## config.mk

```make
export PLATFORM = sky130hd
export DESIGN_NAME = hazard_scoreboard
export DESIGN_NICKNAME = d
export VERILOG_FILES = /design/src/rtl/hazard_scoreboard.sv
export SDC_FILE = /design/constraint.sdc
export NUM_CORES = 1
export LEC_CHECK = 0
export CORE_MARGIN = 4
export CORE_UTILIZATION = 44
export CTS_CLUSTER_DIAMETER = 30
export DETAILED_ROUTE_END_ITERATION = 12
export GPL_ROUTABILITY_DRIVEN = 0
export PLACE_DENSITY = 0.75
export REMOVE_ABC_BUFFERS = 1
export SLEW_MARGIN = 0
export SYNTH_ARGS = -nofsm -noshare
export SYNTH_HDL_FRONTEND = slang
export SYNTH_SLANG_ARGS = --single-unit
```

## constraint.sdc

```tcl
create_clock -name clk -period 2.5 [get_ports clk]
set_input_delay 0.625 -clock clk [delete_from_list [all_inputs] [get_ports clk]]
set_output_delay 0.625 -clock clk [all_outputs]
set_load 0.02 [all_outputs]
```

## src/rtl/hazard_scoreboard.sv

```systemverilog
// Decode-side hazard scoreboard: tracks in-flight register writes across the
// post-decode stages and derives bypass selects plus stall/bubble requests.
module hazard_scoreboard #(
    parameter int REG_W      = 5,
    parameter int STAGES     = 3,
    parameter int LOAD_READY = 2,
    parameter int MD_LAT     = 32,
    parameter int FW         = $clog2(STAGES + 1)
) (
    input  logic                         clk,
    input  logic                         reset,
    input  logic                         mem_stall,
    input  logic [REG_W-1:0]             rs_D,
    input  logic [REG_W-1:0]             rt_D,
    input  logic                         rs_use_D,
    input  logic                         rt_use_D,
    input  logic                         wr_en_D,
    input  logic [REG_W-1:0]             wr_reg_D,
    input  logic                         is_load_D,
    input  logic                         md_start_D,
    input  logic                         hilo_access_D,
    input  logic                         flush_D,
    output logic [FW-1:0]                fwd_a_D,
    output logic [FW-1:0]                fwd_b_D,
    output logic                         stall_D,
    output logic                         bubble_E,
    output logic                         md_busy,
    output logic [$clog2(MD_LAT+1)-1:0]  md_count
);

    localparam int MCW = $clog2(MD_LAT + 1);

    logic [STAGES-1:0] valid_reg;
    logic [STAGES-1:0] load_reg;
    logic [REG_W-1:0]  dst_reg [STAGES];
    logic [MCW-1:0]    mdc_reg;

    logic [STAGES-1:0] match_a;
    logic [STAGES-1:0] match_b;
    logic              load_hit_a;
    logic              load_hit_b;
    logic              md_hazard;
    logic              raw_stall;
    logic              valid_next;
    logic              md_go;

    // Register 0 is hardwired zero, so it never matches a producer.
    for (genvar gi = 0; gi < STAGES; gi++) begin : g_match
        assign match_a[gi] = rs_use_D && (rs_D != '0) && valid_reg[gi] && (dst_reg[gi] == rs_D);
        assign match_b[gi] = rt_use_D && (rt_D != '0) && valid_reg[gi] && (dst_reg[gi] == rt_D);
    end

    // Scan oldest to youngest so the youngest matching producer is left standing.
    always_comb begin
        fwd_a_D    = '0;
        fwd_b_D    = '0;
        load_hit_a = 1'b0;
        load_hit_b = 1'b0;
        for (int k = STAGES - 1; k >= 0; k--) begin
            if (match_a[k]) begin
                fwd_a_D    = FW'(k + 1);
                load_hit_a = load_reg[k] && (k < LOAD_READY);
            end
            if (match_b[k]) begin
                fwd_b_D    = FW'(k + 1);
                load_hit_b = load_reg[k] && (k < LOAD_READY);
            end
        end
    end

    assign md_hazard  = (mdc_reg != '0) && (hilo_access_D || md_start_D);
    assign raw_stall  = load_hit_a || load_hit_b || md_hazard;
    assign stall_D    = mem_stall || raw_stall;
    assign bubble_E   = raw_stall && !mem_stall;
    assign md_busy    = (mdc_reg != '0);
    assign md_count   = mdc_reg;

    assign valid_next = wr_en_D && !raw_stall && !flush_D && (wr_reg_D != '0);
    assign md_go      = !mem_stall && md_start_D && !raw_stall && !flush_D;

    always_ff @(posedge clk or posedge reset) begin
        if (reset) begin
            valid_reg[0] <= 1'b0;
            load_reg[0]  <= 1'b0;
            dst_reg[0]   <= '0;
        end else if (!mem_stall) begin
            valid_reg[0] <= valid_next;
            load_reg[0]  <= is_load_D;
            dst_reg[0]   <= wr_reg_D;
        end
    end

    for (genvar gi = 1; gi < STAGES; gi++) begin : g_shift
        always_ff @(posedge clk or posedge reset) begin
            if (reset) begin
                valid_reg[gi] <= 1'b0;
                load_reg[gi]  <= 1'b0;
                dst_reg[gi]   <= '0;
            end else if (!mem_stall) begin
                valid_reg[gi] <= valid_reg[gi-1];
                load_reg[gi]  <= load_reg[gi-1];
                dst_reg[gi]   <= dst_reg[gi-1];
            end
        end
    end

    // The multiply/divide unit keeps counting through memory stalls.
    always_ff @(posedge clk or posedge reset) begin
        if (reset) begin
            mdc_reg <= '0;
        end else if (md_go) begin
            mdc_reg <= MCW'(MD_LAT);
        end else if (mdc_reg != '0) begin
            mdc_reg <= mdc_reg - 1'b1;
        end
    end

endmodule

```

==> reports/results.ini <==
[logic_synthesis]
async_flop_share=1.00
yosys.cell_types.count=33
ys_top_cells_by_area=dfrtp_1, mux2_2, xor2_1, xnor2_1, nor2_1
ys.flop_type=dfrtp_1
yosys.area.top_type=dfrtp_1
ys_seq_area_frac=0.415
synth_area_um2=1570
syn_avg_cell_area_um2=10.9
synth_cells=144
ys_seq_elements=26
synth.top_cell.area_share=0.415
ys_warn_count=0
synth_edf_count=0

[drt]
num_vias=1391
route.detailed.drc=0
via_per_inst=5.08
drt-initial-drc-count=34
ant_nets=0
finalWirelength_mm=4.31
wire_per_inst_um=15.7
dr.pass1.iters=4

[timing]
rsz0062_at_grt=yes
worst_slack_ps=-409
whs_ps=557
fin_tns_setup_ps=-1490
finalSetupViolations=6
skew_ps=1.41
hold_violations=0
relSlewSlack=0.773
fmax_mhz=344
post-route-period-util=1.16
slew_viol_final=0
fin_crit_ps=2910
tightest_slew_ps=338

[power]
p_leak_nw=1.13
p_total_mw=1.67
worst_ir_drop_vdd_mv=0.606
power_density_nw_per_um2=677

[die]
floorplan.initialDensity=0.463
dieArea_um2=4590
die_h_um=67.7
die_w_um=67.7
fp-row-count=21
io_pins=38
core_um2=3390

[global_routing]
grt_max_degree=27
use_met2=0.360
grt.overflow.total=0
grt_use_met1=0.266
antenna_found_initial=0
grt_use_total=0.207
grt_pass1_wl_mm=7.04
top_usage_layer=met2
grt.met3_usage=0.0283
grt_pass1_vias=1484

[cells_and_area]
fin_util=0.728
fin_nets=255
syn_to_final_growth_pct=57.2
diodes=0
largest_reg_flops=15
drive_above_1_share=0.474
layoutNonFillerInstCount=274
finalInstanceArea_um2=2470

[setup_path]
r2r-end=md_count[5]
crit_end=stall_D
end_kind=output pin
reg2reg_depth=8
cp-startpoint=rs_D[3]
cp-start-kind=input port
rrSetupSlack_ps=440
cp.arrival_ps=2280
cp.required_ps=1880
crit_type=input port to output pin
reg2reg_from=dst_reg[13]
cp_max_fo=3

[clocking]
cts_htree_levels=1
cts-hold-fix-buffers=0
cts.clk_slew.worst_paths_ps=140
cts.sinks=26
numCtsBuffers=3
cts_tree=yes
cts_buffer_depth=2
clock_latency_ps=330
root_buffer=clkbuf_4

[placement]
place_inst=263
dp_hpwl_mm=3.25
portBuffers=37
place_ws_ps=-1210
dpl-instance-area_um2=2270

[flow_run]
max-cap-violations=0

[outcome]
run_status=complete, but fails checks
violations=negative setup slack

[hold_path]
hold_class=register to register

## cell type report
| class | instances | area (um2) |
|---|---|---|
| multi-input cells | 110 | 1010 |
| well taps | 46 | 57.6 |
| fillers | 238 | 923 |
| repair buffers | 82 | 693 |
| inverters | 6 | 22.5 |
| flip-flops and latches | 26 | 651 |
| clock buffers | 4 | 36.3 |
## critical path, stage by stage
cell,delay (ps)
buf_6,90
buf_4,140
xor2_1,140
nor4_2,380
and4_4,310
o22ai_4,90
a211oi_2,240
nand2b_1,120
buf_6,140
## how the worst min path moves through the flow
| stage | cells after the start | startpoint | endpoint | slack [ps] |
|---|---|---|---|---|
| floorplan | 1 | load_reg[0] | load_reg[1] | 490 |
| detailed placement | 1 | load_reg[0] | load_reg[1] | 530 |
| global placement | 1 | load_reg[0] | load_reg[0] | 520 |
| global route | 1 | load_reg[0] | load_reg[1] | 590 |
| CTS | 1 | load_reg[0] | load_reg[1] | 560 |
| finish | 1 | load_reg[0] | load_reg[1] | 560 |
## cell families (layout without fill, tap and decap cells)
group,Yosys count,in the layout,share of synthesized area
AND/OR/NAND/NOR,44,44,0.165
buffers and inverters,8,92,0.0191
AO/OA/AOI/OAI,14,14,0.0766
XOR/XNOR,31,31,0.173
multiplexers,20,20,0.144
adder cells (fa/ha/maj),1,1,0.00797
flip-flops,26,26,0.415
## cell usage in the layout, fill, tap and decap left out, types with 3 or more instances in the layout
cell and count:
xnor2_1 10, buf_2 4, nor4_2 4, nor2_1 12, nor3_1 3, nand2_1 7, dlygate4sd2_1 3, clkdlybuf4s50_1 20
a21oi_1 3, dfrtp_1 26, clkbuf_4 3, nand4_1 3, mux2_2 20, xor2_1 19, buf_4 46, inv_1 4
buf_6 9
## per-layer routing
layer / wire length, um / share of wire
met5: 0 / 0
met4: 105 / 0.024
met3: 160 / 0.037
met2: 2210 / 0.51
met1: 1830 / 0.42
## power breakdown
part	internal, mW	switching, mW	total (mW)
Clock	0.0893	0.126	0.215
Combinational	0.458	0.382	0.840
Sequential	0.516	0.0989	0.615
Total	1.06	0.607	1.67
## Yosys cell counts (2+ instances only)
master and count:
dfrtp_1 26, mux2_2 20, xor2_1 20, nor2_1 12, xnor2_1 11, nand2_1 7, inv_1 6, nor4_1 6
nor3_1 4, a21oi_1 3, nand4_1 3, a211oi_2 2, nand2b_1 2, o21ai_1 2, or4_1 2
## timing repair
action | CTS | global route
setup endpoints to repair | 7 | 7
pin swaps | 12 | 12
gates resized for setup | 86 | 10
buffers inserted | 4 | 4
Power figures use the tool's default switching activity.
